## src/rtl/lcd_pkg.sv

```systemverilog
// Shared constants, FSM state type and address-counter helpers for the
// HD44780 bus responder.
package lcd_pkg;

  localparam int unsigned DDRAM_DEPTH = 80;
  localparam int unsigned LINE_LEN    = 40;
  localparam logic [6:0]  LINE2_BASE  = 7'h40;
  localparam logic [6:0]  LINE1_LAST  = 7'h27;
  localparam logic [6:0]  LINE2_LAST  = 7'h67;
  localparam logic [7:0]  CHAR_SPACE  = 8'h20;

  // Instruction opcode masks; the highest set bit selects the instruction.
  localparam logic [7:0] OP_SET_DDRAM = 8'h80;
  localparam logic [7:0] OP_SET_CGRAM = 8'h40;
  localparam logic [7:0] OP_FUNC_SET  = 8'h20;
  localparam logic [7:0] OP_SHIFT     = 8'h10;
  localparam logic [7:0] OP_DISPLAY   = 8'h08;
  localparam logic [7:0] OP_ENTRY     = 8'h04;
  localparam logic [7:0] OP_HOME      = 8'h02;
  localparam logic [7:0] OP_CLEAR     = 8'h01;

  typedef enum logic [1:0] {StClear, StIdle, StDecode, StBusy} lcd_state_e;

  // AC values that map onto a DDRAM cell.
  function automatic logic ac_valid(input logic [6:0] ac);
    return (ac <= LINE1_LAST) || ((ac >= LINE2_BASE) && (ac <= LINE2_LAST));
  endfunction

  // Linear DDRAM index for a valid AC: line 2 follows line 1.
  function automatic logic [6:0] ac_index(input logic [6:0] ac);
    return (ac >= LINE2_BASE) ? (ac - LINE2_BASE + 7'(LINE_LEN)) : ac;
  endfunction

  // One AC step with wrap between the two line windows.
  function automatic logic [6:0] ac_step(input logic [6:0] ac, input logic inc);
    if (inc) begin
      if (ac == LINE1_LAST)      return LINE2_BASE;
      else if (ac == LINE2_LAST) return 7'h00;
      else                       return ac + 7'd1;
    end else begin
      if (ac == 7'h00)           return LINE2_LAST;
      else if (ac == LINE2_BASE) return LINE1_LAST;
      else                       return ac - 7'd1;
    end
  endfunction

endpackage

```

## src/rtl/lcd_ddram.sv

```systemverilog
// 80x8 display data RAM: one synchronous write port, one synchronous read
// port for the display side and one asynchronous read port for bus readback.
module lcd_ddram
  import lcd_pkg::*;
(
  input  logic       clock,
  input  logic       wr_en,
  input  logic [6:0] wr_addr,
  input  logic [7:0] wr_data,
  input  logic [6:0] rd_addr,
  output logic [7:0] rd_data,
  input  logic [6:0] ar_addr,
  output logic [7:0] ar_data
);

  logic [7:0] mem [DDRAM_DEPTH];

  // Write port; out-of-range addresses are ignored.
  always_ff @(posedge clock) begin
    if (wr_en && (wr_addr < 7'(DDRAM_DEPTH))) mem[wr_addr] <= wr_data;
  end

  // Registered display-side read; out-of-range cells read as blank.
  always_ff @(posedge clock) begin
    rd_data <= (rd_addr < 7'(DDRAM_DEPTH)) ? mem[rd_addr] : CHAR_SPACE;
  end

  assign ar_data = (ar_addr < 7'(DDRAM_DEPTH)) ? mem[ar_addr] : CHAR_SPACE;

endmodule

```

## src/rtl/lcd_hd44780_responder.sv

```systemverilog
// Device side of the 8-bit HD44780 parallel bus with a 2x40 DDRAM mirror.
// Optional bus readback (busy flag / AC / DDRAM) is enabled by defining
// LCD_READBACK_EN.
module lcd_hd44780_responder
  import lcd_pkg::*;
#(
  parameter int unsigned CMD_CYCLES  = 4,
  parameter int unsigned HOME_CYCLES = 16,
  parameter int unsigned SYNC_STAGES = 2
) (
  input  logic       clock,
  input  logic       reset,
  input  logic       lcd_en,
  input  logic       lcd_rs,
  input  logic       lcd_rw,
  input  logic [7:0] lcd_data,
  output logic [7:0] lcd_data_out,
  output logic       lcd_data_oe,
  input  logic       rd_line,
  input  logic [5:0] rd_col,
  output logic [7:0] rd_char,
  output logic [6:0] cursor_addr,
  output logic       display_on,
  output logic       cursor_on,
  output logic       blink_on,
  output logic       two_line,
  output logic       busy,
  output logic       char_wr,
  output logic       overrun
);

`ifdef LCD_READBACK_EN
  localparam bit ReadbackEn = 1'b1;
`else
  localparam bit ReadbackEn = 1'b0;
`endif

  localparam int unsigned MaxCycles = (HOME_CYCLES > CMD_CYCLES) ? HOME_CYCLES : CMD_CYCLES;
  localparam int unsigned CntW      = $clog2(MaxCycles + 1);

  // {en, rs, rw, data} through the synchronizer chain.
  logic [SYNC_STAGES-1:0][10:0] sync_q;
  logic                         en_prev_q;
  logic [10:0]                  sync_last;
  logic                         en_s, rs_s, rw_s, en_fall, strobe_wr, strobe_rd;

  lcd_state_e      state_q;
  logic [6:0]      clr_idx_q;
  logic [CntW-1:0] cnt_q;
  logic [6:0]      ac_q;
  logic            id_q, shift_q, disp_q, curs_q, blink_q, n_q, overrun_q, char_wr_q;
  logic            cmd_rs_q, cmd_rw_q;
  logic [7:0]      cmd_data_q;

  logic       wr_en;
  logic [6:0] wr_addr, rd_addr;
  logic [7:0] wr_data, ar_data;
  logic       unused_shift, unused_ar_data;

  assign sync_last = sync_q[SYNC_STAGES-1];
  assign en_s      = sync_last[10];
  assign rs_s      = sync_last[9];
  assign rw_s      = sync_last[8];
  assign en_fall   = en_prev_q & ~en_s;
  assign strobe_wr = en_fall & ~rw_s;
  assign strobe_rd = en_fall & rw_s & ReadbackEn;

  // Bring the asynchronous bus into the clock domain and keep the previous EN.
  always_ff @(posedge clock or posedge reset) begin
    if (reset) begin
      sync_q    <= '0;
      en_prev_q <= 1'b0;
    end else begin
      sync_q[0] <= {lcd_en, lcd_rs, lcd_rw, lcd_data};
      for (int i = 1; i < SYNC_STAGES; i++) sync_q[i] <= sync_q[i-1];
      en_prev_q <= en_s;
    end
  end

  // Main FSM: power-on/instruction clear, strobe capture, decode, busy timing.
  always_ff @(posedge clock or posedge reset) begin
    if (reset) begin
      state_q    <= StClear;
      clr_idx_q  <= '0;
      cnt_q      <= '0;
      ac_q       <= '0;
      id_q       <= 1'b1;
      shift_q    <= 1'b0;
      disp_q     <= 1'b0;
      curs_q     <= 1'b0;
      blink_q    <= 1'b0;
      n_q        <= 1'b0;
      overrun_q  <= 1'b0;
      char_wr_q  <= 1'b0;
      cmd_rs_q   <= 1'b0;
      cmd_rw_q   <= 1'b0;
      cmd_data_q <= '0;
    end else begin
      char_wr_q <= 1'b0;
      // Writes arriving while busy are dropped; reads (busy poll) are not.
      if (strobe_wr && (state_q != StIdle)) overrun_q <= 1'b1;
      unique case (state_q)
        StClear: begin
          if (clr_idx_q == 7'(DDRAM_DEPTH - 1)) begin
            clr_idx_q <= '0;
            state_q   <= StIdle;
          end else begin
            clr_idx_q <= clr_idx_q + 7'd1;
          end
        end
        StIdle: begin
          if (strobe_wr || strobe_rd) begin
            cmd_rs_q   <= rs_s;
            cmd_rw_q   <= rw_s;
            cmd_data_q <= sync_last[7:0];
            state_q    <= StDecode;
          end
        end
        StDecode: begin
          state_q <= StBusy;
          cnt_q   <= CntW'(CMD_CYCLES - 1);
          if (cmd_rw_q) begin
            state_q <= StIdle;
            if (cmd_rs_q) ac_q <= ac_step(ac_q, id_q);
          end else if (cmd_rs_q) begin
            if (ac_valid(ac_q)) begin
              char_wr_q <= 1'b1;
              ac_q      <= ac_step(ac_q, id_q);
            end else begin
              overrun_q <= 1'b1;
              state_q   <= StIdle;
            end
          end else if (|(cmd_data_q & OP_SET_DDRAM)) begin
            ac_q <= cmd_data_q[6:0];
          end else if (|(cmd_data_q & OP_SET_CGRAM)) begin
            // CGRAM is not modelled; the write is accepted and discarded.
          end else if (|(cmd_data_q & OP_FUNC_SET)) begin
            n_q <= cmd_data_q[3];
            if (!cmd_data_q[4]) overrun_q <= 1'b1;
          end else if (|(cmd_data_q & OP_SHIFT)) begin
            if (!cmd_data_q[3]) ac_q <= ac_step(ac_q, cmd_data_q[2]);
          end else if (|(cmd_data_q & OP_DISPLAY)) begin
            disp_q  <= cmd_data_q[2];
            curs_q  <= cmd_data_q[1];
            blink_q <= cmd_data_q[0];
          end else if (|(cmd_data_q & OP_ENTRY)) begin
            id_q    <= cmd_data_q[1];
            shift_q <= cmd_data_q[0];
          end else if (|(cmd_data_q & OP_HOME)) begin
            ac_q  <= '0;
            cnt_q <= CntW'(HOME_CYCLES - 1);
          end else if (|(cmd_data_q & OP_CLEAR)) begin
            ac_q    <= '0;
            id_q    <= 1'b1;
            state_q <= StClear;
          end
        end
        StBusy: begin
          if (cnt_q == '0) state_q <= StIdle;
          else             cnt_q   <= cnt_q - 1'b1;
        end
        default: state_q <= StIdle;
      endcase
    end
  end

  // DDRAM write source: clear sweep or a decoded data write.
  always_comb begin
    wr_en   = 1'b0;
    wr_addr = clr_idx_q;
    wr_data = CHAR_SPACE;
    if (state_q == StClear) begin
      wr_en = 1'b1;
    end else if ((state_q == StDecode) && !cmd_rw_q && cmd_rs_q && ac_valid(ac_q)) begin
      wr_en   = 1'b1;
      wr_addr = ac_index(ac_q);
      wr_data = cmd_data_q;
    end
  end

  assign rd_addr = rd_line ? (7'(LINE_LEN) + {1'b0, rd_col}) : {1'b0, rd_col};

  lcd_ddram u_ddram (
    .clock   (clock),
    .wr_en   (wr_en),
    .wr_addr (wr_addr),
    .wr_data (wr_data),
    .rd_addr (rd_addr),
    .rd_data (rd_char),
    .ar_addr (ac_index(ac_q)),
    .ar_data (ar_data)
  );

  assign cursor_addr  = ac_q;
  assign display_on   = disp_q;
  assign cursor_on    = curs_q;
  assign blink_on     = blink_q;
  assign two_line     = n_q;
  assign busy         = (state_q != StIdle);
  assign char_wr      = char_wr_q;
  assign overrun      = overrun_q;
  // Entry-mode S is stored for completeness; display shift is not modelled.
  assign unused_shift = shift_q;

`ifdef LCD_READBACK_EN
  assign lcd_data_oe    = en_s & rw_s;
  assign lcd_data_out   = rs_s ? ar_data : {busy, ac_q};
  assign unused_ar_data = 1'b0;
`else
  assign lcd_data_oe    = 1'b0;
  assign lcd_data_out   = 8'h00;
  assign unused_ar_data = ^ar_data;
`endif

endmodule

```

## config.mk

```make
export PLATFORM = sky130hd
export DESIGN_NAME = lcd_hd44780_responder
export DESIGN_NICKNAME = d
export VERILOG_FILES = /design/src/rtl/lcd_pkg.sv /design/src/rtl/lcd_ddram.sv /design/src/rtl/lcd_hd44780_responder.sv
export SDC_FILE = /design/constraint.sdc
export NUM_CORES = 1
export LEC_CHECK = 0
export CORE_AREA = 2 2 226 228
export DETAILED_ROUTE_END_ITERATION = 8
export DIE_AREA = 0 0 228 230
export PLACE_DENSITY = 0.85
export SLEW_MARGIN = 40
export SYNTH_ARGS = -nofsm -noshare
export SYNTH_HDL_FRONTEND = slang
export SYNTH_HIERARCHICAL = 1
export SYNTH_SLANG_ARGS = --single-unit
```

## constraint.sdc

```tcl
create_clock -name clock -period 18.4 [get_ports clock]
set_clock_uncertainty 0.1 [all_clocks]
set_input_delay 4.6 -clock clock [delete_from_list [all_inputs] [get_ports clock]]
set_output_delay 4.6 -clock clock [all_outputs]
set_load 0.05 [all_outputs]
```

; After elaboration in Yosys (flattened, before gate mapping)
; Memory sizes are Yosys's and may differ from the RTL's. A register that Yosys moved wholly into a read port is not among the register bits.
; Cells that the tools add are included.
[op_classes]
n_addsub = 7
mul = 0
div_mod_pow = 0
n_lt_le_gt_ge = 5
n_eq_ne = 19
n_shift = 0
n_mux = 72
n_bitwise = 11
n_reduce_logical = 22
[ops]
columns = operator, count
row1 = 7-bit two-way mux, 24
row2 = 4-bit two-way mux, 9
row3 = 2-bit two-way mux, 14
row4 = "7-bit == test, second input constant", 3
row5 = 1-bit two-way mux, 20
row6 = 8-bit two-way mux, 2
row7 = 8-bit AND reduction, 2
row8 = "7-bit by 1-bit adder with 7-bit output, second input constant", 2
row9 = "7-bit less-than comparator, second input constant", 2
row10 = "2-bit != test, second input constant", 5
row11 = 5-bit case mux with 2 select lines, 1
row12 = 10-bit AND reduction, 1
row13 = "3-bit by 2-bit != test with 1-bit output, second input constant", 3
row14 = 1-bit NOT, 9
row15 = 2-bit case mux with 4 select lines, 1
row16 = "6-bit by 6-bit adder with 7-bit output, first input constant", 1
row17 = "7-bit by 6-bit adder with 7-bit output, second input constant", 1
row18 = "7-bit by 6-bit == test with 1-bit output, second input constant", 1
row19 = "7-bit >= comparator, second input constant", 1
row20 = "7-bit by 6-bit less-or-equal comparator with 1-bit output, second input constant", 1
row21 = "7-bit less-or-equal comparator, second input constant", 1
row22 = 7-bit logical NOT, 1
row23 = "7-bit by 1-bit subtractor with 7-bit output, second input constant", 1
row24 = "7-bit subtractor, second input constant", 1
row25 = 18 further kinds, 29
[totals]
regBits = 61
latch_bits = 0
mem_bits_rw = 640
mem_bits_ro = 0
elab_cells = 154
mem_count = 1
[memory_table]
columns = memory, depth, width, rd, rd_clocked_by_memory_dff, wr, line
row1 = u_ddram.mem, 80, 8, 1, 1, 1, lcd_ddram.sv:16  ; logic [7:0] mem [DDRAM_DEPTH];

; Logic depth before layout (Yosys ltp)
; Gate-level depths: netlist of the first run.
[depth]
depth_word = 12
mapped_depth = 13

; Hierarchy
; Netlist of the first run, hierarchy kept.
[modules_own_cells]
columns = module, n_inst, cells_per_inst, area_each_um2
row1 = lcd_ddram, 1, 1475, 30301.6
row2 = lcd_hd44780_responder, 1, 337, 3362.0

; Worst setup path before layout of the first run
; OpenSTA, ideal clock, no wires.
[synth_timing]
kind = flip-flop to flip-flop
from = register ac_q[4], in the netlist cursor_addr[4]
to = memory u_ddram.mem[0][3], data pin
setup_time_ps = 1028
t_arrival_ps = 5906
path_slack_ps = 11366
path_stages_with_launch = 6
n_path_buf = 0
synth_period_minus_slack_ps = 7034
path_cell_list = dfrtp_1 -> inv_1 -> ha_1 -> and4_1 -> o211a_2 -> nor4_1
[synth_via]
elab_chain_cells = 6
[synth_rtl]
columns = element, line
row1 = "start, declared", lcd_hd44780_responder.sv:50  ; logic [6:0] ac_q;
row2 = "start signal, assigned", lcd_hd44780_responder.sv:124  ; if (cmd_rs_q) ac_q <= ac_step(ac_q, id_q);
row3 = "start signal, assigned", lcd_hd44780_responder.sv:128  ; ac_q <= ac_step(ac_q, id_q);
row4 = "start signal, assigned", lcd_hd44780_responder.sv:134  ; ac_q <= cmd_data_q[6:0];
row5 = 7-bit >= comparator / 7-bit less-or-equal comparator (equally long branches), -
row6 = 1-bit logical AND, lcd_pkg.sv:26  ; return (ac <= LINE1_LAST) || ((ac >= LINE2_BASE) && (ac <= LINE2_LAST));
row7 = 1-bit logical OR (*), lcd_pkg.sv:26
row8 = 1-bit logical AND (*), lcd_hd44780_responder.sv:174  ; end else if ((state_q == StDecode) && !cmd_rw_q && cmd_rs_q && ac_valid(ac_q)) begin
row9 = 8-bit two-way mux (*), lcd_hd44780_responder.sv:174
row10 = 8-bit two-way mux (*), lcd_hd44780_responder.sv:172  ; if (state_q == StClear) begin
row11 = net wr_data[3], lcd_hd44780_responder.sv:57  ; logic [7:0] wr_data, ar_data;
row12 = "end, declared", lcd_ddram.sv:16
; The timed path passes the listed nets; every way through them passes the cells marked *.

; Final worst setup path of the first run
[layout_timing]
from = input port rd_line
to = register u_ddram.rd_data[3] (read register of u_ddram.mem)
[layout_via]
elab_chain_cells = 3
[layout_rtl]
columns = element, line
row1 = "start, declared", lcd_hd44780_responder.sv:19  ; input logic rd_line,
row2 = 7-bit two-way mux (*), lcd_hd44780_responder.sv:181  ; assign rd_addr = rd_line ? (7'(LINE_LEN) + {1'b0, rd_col}) : {1'b0, rd_col};
row3 = net rd_addr[3], lcd_hd44780_responder.sv:56  ; logic [6:0] wr_addr, rd_addr;
row4 = 7-bit less-than comparator, lcd_ddram.sv:25  ; rd_data <= (rd_addr < 7'(DDRAM_DEPTH)) ? mem[rd_addr] : CHAR_SPACE;
row5 = 1-bit logical NOT (no source line), -
row6 = "end, declared", lcd_ddram.sv:11  ; output logic [7:0] rd_data,
; Marks and branches as above.
; A chain may end at the register's enable or synchronous reset.

==> impl_metrics.yaml, run 1 <==
run_status:
  status: "finished clean"
sta:
  final-setup-viol-count: 0
  finalSetupTns_ps: 0
  report.final.hold_viol_count: 0
  slew_headroom: 0.421
  worst_slew_pin_slew_ps: 866
  post-route-period-util: 0.421
  clock.fmax_mhz: 129
  slew_violations: 0
  grt_setup_unrepaired: "no"
  post-route-min-period_ps: 7760
placed_design:
  portBuffers: 41
  place.detailed.instances: 2134
  dp_hpwl_mm: 36.8
  final_replace_weighted_congestion: 0.892
power_and_ir_drop:
  total_leakage_power_uw: 0.00877
  vdd_drop_max_uv: 84.2
  power_per_cell_area_nw_per_um2: 101
floorplan:
  die_width_um: 228
  coreArea_um2: 49900
  floorplan.rows: 82
  area_enclosed_by_the_die_boundary_um2: 52400
  design.portCount: 51
  starting_utilization_of_the_core_area: 0.571
  die_h_um: 230
layout:
  antenna-diode-count: 0
  layout.nets: 1567
  final.fill_count: 3168
  final_common_cell: "edfxtp_1"
  share_of_post_route_cells_with_drive_strength_above_1: 0.226
  top_library_cells_by_usage_in_the_layout_fill_and_taps_aside: "edfxtp_1 (640), mux4_2 (169), nor2_1 (86)"
  area_delta_synth_final_pct: 11.6
  layout.cells.non_filler: 2257
global_route:
  first_global_vias: 15000
  grt_max_degree: 81
  grt_antenna_before_repair: 0
  global_route_wire_length_before_repair_mm: 97.2
  grt-ovfl-total: 0
  groute.usage.overall: 0.250
clock_tree:
  tritoncts.num_buffers: 68
  cts_tree: "done"
  clk_path_buf_depth: 3
  post_cts_hold_buffer_count: 0
  post_cts.repair.setup_buffers: 0
  cts.htree.levels: 3
  clk_pin_slew_worst_paths_ps: 60
  clock_latency_on_the_worst_skew_pair_ps: 590
  cts_sinks: 709
  ctsResizeCount: 0
  ctsRootBufferMaster: "clkbuf_16"
worst_setup_path:
  worstPathArrival_ps: 8170
  required_ps: 18820
  reg2reg_slack_ps: 13520
  critPathMaxFanout: 47
  crit_path_max_incr_delay_ps: 720
  worst-setup-path-type: "in -> reg"
  cp-end-kind: "flip-flop"
  worstReg2RegStart: "cursor_addr[3]"
  worst_r2r_endpoint: "u_ddram/mem[26][5]"
  start_kind: "input pin"
  crit_chain: "clkdlybuf4s50_1 -> xor2_4 -> buf_4 -> mux4_2 -> mux2i_1 -> a2111oi_0 -> a211oi_1 -> o21ai_0"
  crit_slowest_cell: "clkdlybuf4s50_1"
  reg2reg_depth: 13
route:
  wirelength_mm: 64.5
  antenna_violating_nets_post_route: 0
  drt-wirelength-per-cell_um: 28.6
  drtIter0Drc: 1988
  vias_after_detailed_routing: 14700
  avg_vias_per_cell: 6.50
  drc_errors: 0
  detail_route.first_pass.iterations: 5
hold_path:
  worstHoldPathType: "reg -> reg"
  hold_path_end: "sync_last[7]"
  source_of_the_worst_hold_timing_path: "sync_q[7]"
  hold_path_depth: 0
yosys:
  mappedNetlistArea_um2: 28500
  ys_warn_count: 6
  netlist_instances: 1471
  syn_avg_cell_area_um2: 19.4
flow_run:
  timing.max_cap.violations: 0
==> worst max-delay path by stage <==
stage | from | to | slack [ps] | cells past startpoint
final | rd_line | u_ddram/rd_data[3] | 10640 | 8
after global placement | rd_line | u_ddram/rd_data[4] | 10300 | 8
after global routing | rd_line | u_ddram/rd_data[3] | 10570 | 8
after detailed placement | rd_line | u_ddram/rd_data[3] | 10300 | 8
after CTS | rd_line | u_ddram/rd_data[3] | 10690 | 8
after floorplan | cursor_addr[4] | u_ddram/mem[0][3] | 11370 | 5
==> per-layer routing <==
layer | track usage | share of wire
met5 | 0 | 0
met3 | 0.0502 | 0.090
met4 | 0.0907 | 0.033
met2 | 0.424 | 0.51
met1 | 0.326 | 0.37
==> critical path, delay by kind of cell <==
family / cells / cell delay, ps
multiplexers: 2 / 400
buffers and inverters: 2 / 1440
AO/OA/AOI/OAI: 3 / 1070
XOR/XNOR: 1 / 590
==> report_power, final <==
group | internal (µW) | total [µW] | switching [µW] | leakage [µW]
sequential | 1740 | 1740 | 4.74 | 0.00538
combinational | 37.3 | 104 | 66.7 | 0.00235
clock | 772 | 1350 | 579 | 0.00104
==> sequential cells by signal, summed over array words and instances (netlist names), 2 cells and up <==
name / count
u_ddram/mem: 640
state_q: 2
cmd_data_q: 8
clr_idx_q: 7
cursor_addr: 7
cnt_q: 5
u_ddram/rd_data: 8
sync_last: 11
sync_q: 11
==> layout make-up <==
cell class | instances | area, µm² | share of cell area
clock buffer | 96 | 1910 | 0.0602
tap | 672 | 841 | 0.0265
timing repair buffer | 62 | 637 | 0.0200
multi-input combinational | 669 | 7160 | 0.225
sequential | 709 | 20900 | 0.658
inverter | 24 | 90.1 | 0.00283
clock inverter | 25 | 236 | 0.00744
==> metrics by stage <==
| step | area (µm²) | setup WS [ps] | utilization | hold WS (ps) | total power [µW] |
|---|---|---|---|---|---|
| 2_1_floorplan | 28500 | 11370 | - | 231 | 1850 |
| 3_3_place_gp | 29400 | 10300 | 0.590 | 232 | 1870 |
| 3_5_place_dp | 29500 | 10300 | 0.592 | 235 | 1880 |
| 4_1_cts | 31700 | 10690 | 0.635 | 242 | 3210 |
| 5_1_grt | 31800 | 10570 | 0.637 | 242 | 3280 |
| 6_report | 31800 | 10640 | 0.637 | 242 | 3200 |
No activity file was read; power rests on OpenSTA's default activity.
==> run 2: changes to the inputs <==
--- a/config.mk
+++ b/config.mk
@@ -5,10 +5,10 @@
 export SDC_FILE = /design/constraint.sdc
 export NUM_CORES = 1
 export LEC_CHECK = 0
-export CORE_AREA = 2 2 226 228
+export CORE_AREA = 2 2 235 237
 export DETAILED_ROUTE_END_ITERATION = 8
-export DIE_AREA = 0 0 228 230
-export PLACE_DENSITY = 0.85
+export DIE_AREA = 0 0 237 239
+export PLACE_DENSITY = 0.79
 export SLEW_MARGIN = 40
 export SYNTH_ARGS = -nofsm -noshare
 export SYNTH_HDL_FRONTEND = slang
==> constraint.sdc (replaced) <==
create_clock -name clock -period 7.3 [get_ports clock]
set_clock_uncertainty 0.1 [all_clocks]
set_input_delay 1.825 -clock clock [delete_from_list [all_inputs] [get_ports clock]]
set_output_delay 1.825 -clock clock [all_outputs]
set_load 0.05 [all_outputs]
==> impl_metrics.yaml, run 2 (synthesis results as in run 1) <==
route:
  wirelength_mm: 61.7
  drc_errors: 0
  vias_after_detailed_routing: 14500
  detail_route.first_pass.iterations: 7
  drtIter0Drc: 1638
  antenna_violating_nets_post_route: 0
  avg_vias_per_cell: 6.32
  drt-wirelength-per-cell_um: 26.9
worst_setup_path:
  critPathMaxFanout: 14
  start_kind: "flip-flop"
  reg2reg_slack_ps: 2370
  worstPathArrival_ps: 5060
  crit_path_max_incr_delay_ps: 900
  crit_chain: "inv_1 -> ha_1 -> and4_1 -> o211a_2 -> nor3_4 -> mux2_1 -> o21ai_0 -> nand3_1 -> inv_1 -> nand3b_1 -> nor2_1"
  worst_path_dominant_cell_family: "simple AND/OR/NAND/NOR gates"
  crit_slowest_cell: "nor2_1"
  cp-end-kind: "flip-flop"
  timing.critical_path.buf_inv: 2
  critical_path.most_common_cell: "inv_1"
  required_ps: 7430
  worst-setup-path-type: "reg -> reg"
sta:
  clock.fmax_mhz: 203
  slew_violations: 0
  slew_headroom: 0.413
  post-route-min-period_ps: 4930
  worst_slew_pin_slew_ps: 879
  finalSetupTns_ps: 0
  grt_setup_unrepaired: "no"
  post-route-period-util: 0.675
  report.final.hold_viol_count: 0
  final-setup-viol-count: 0
placed_design:
  portBuffers: 41
  dp_hpwl_mm: 35.9
  final_replace_weighted_congestion: 0.856
global_route:
  grt-ovfl-total: 0
  groute.usage.overall: 0.223
  grt_antenna_before_repair: 1
  grt_max_degree: 81
  first_global_vias: 14800
  global_route_wire_length_before_repair_mm: 93.5
power_and_ir_drop:
  seq_power_share: 0.541
  power_per_cell_area_nw_per_um2: 254
  vdd_drop_max_uv: 170
  switching_share: 0.204
  p_int_uw: 6460
  net-switching-power_uw: 1650
  total_power_uw: 8110
  clkPwrFrac: 0.427
  power.share.combinational: 0.032
  total_leakage_power_uw: 0.00880
layout:
  area_delta_synth_final_pct: 11.8
  multi_input_gate_area_um2: 7120
  largest_reg_flops: 640
  sequential_cell_area_um2: 20900
  share_of_post_route_cells_with_drive_strength_above_1: 0.217
  antenna-diode-count: 0
  top_library_cells_by_usage_in_the_layout_fill_and_taps_aside: "edfxtp_1 (640), mux4_2 (169), nor2_1 (97)"
  final_common_cell: "edfxtp_1"
  final.fill_count: 3709
  layout.nets: 1568
  largest-register: "u_ddram/mem"
clock_tree:
  cts_tree: "done"
  post_cts_hold_buffer_count: 0
  clk_path_buf_depth: 3
  post_cts.repair.setup_buffers: 0
  ctsRootBufferMaster: "clkbuf_16"
  cts.htree.levels: 3
  clk_pin_slew_worst_paths_ps: 60
  cts_sinks: 709
  clock_latency_on_the_worst_skew_pair_ps: 610
  ctsResizeCount: 0
  tritoncts.num_buffers: 71
floorplan:
  coreArea_um2: 54300
  die_width_um: 237
  area_enclosed_by_the_die_boundary_um2: 56600
  die_h_um: 239
  starting_utilization_of_the_core_area: 0.524
  floorplan.rows: 86
  design.portCount: 51
flow_run:
  timing.max_cap.violations: 0
hold_path:
  worstHoldPathType: "reg -> reg"
run_status:
  status: "finished clean"
==> run 2: changes by cell type in the layout (fill, tap and decap cells not counted), moves of 5 or more <==
cell | previous run | this run
buf_6 | 19 | 11
clkinv_1 | 8 | 13
nor2_2 | 24 | 13
nor2_1 | 86 | 97
==> run 2: area by class of cell <==
| type | count | area share |
|---|---|---|
| multi-input combinational | 669 | 0.224 |
| timing repair buffer | 60 | 0.0205 |
| inverter | 24 | 0.00283 |
| clock buffer | 100 | 0.0625 |
| clock inverter | 31 | 0.00679 |
| sequential | 709 | 0.656 |
| tap | 704 | 0.0277 |
==> run 2: path summary, 6_finish.rpt <==
path / startpoint / end / depth (start not counted)
setup / recovery: cursor_addr[3] / u_ddram/mem[3][4] / 11
hold / removal: sync_q[0] / sync_last[0] / 0
max in group asynchronous: reset / clr_idx_q[2] / 3
setup reg to reg: cursor_addr[3] / u_ddram/mem[3][4] / 11
hold reg to reg: sync_q[0] / sync_last[0] / 0
min in group asynchronous: reset / sync_q[10] / 3
==> run 2: per-stage QoR <==
| stage | instances | instance area (µm²) | hold WS (ps) | util | setup slack, ps |
|---|---|---|---|---|---|
| final | 2297 | 31900 | 243 | 0.586 | 2370 |
| after global routing | 2297 | 31900 | 252 | 0.586 | 2100 |
| after CTS | 2296 | 31700 | 246 | 0.584 | 2220 |
| after detailed placement | 2165 | 29500 | 235 | 0.544 | 2250 |
| after global placement | 2164 | 29500 | 232 | 0.543 | 2320 |
| after floorplan | 1479 | 28500 | 231 | - | 266 |
==> run 2: power by group through the flow <==
stage / Clock, µW / Combinational [µW] / Sequential [µW]
floorplan: 0 / 169 / 4490
global placement: 0 / 253 / 4470
detailed placement: 0 / 259 / 4470
CTS: 3510 / 260 / 4380
global route: 3650 / 276 / 4380
finish: 3460 / 261 / 4390
==> run 2: metal layers <==
metal | track usage | wire length, µm
met1 | 0.310 | 23900
met2 | 0.360 | 30400
met3 | 0.0427 | 5630
met4 | 0.0767 | 1800
met5 | 0 | 16
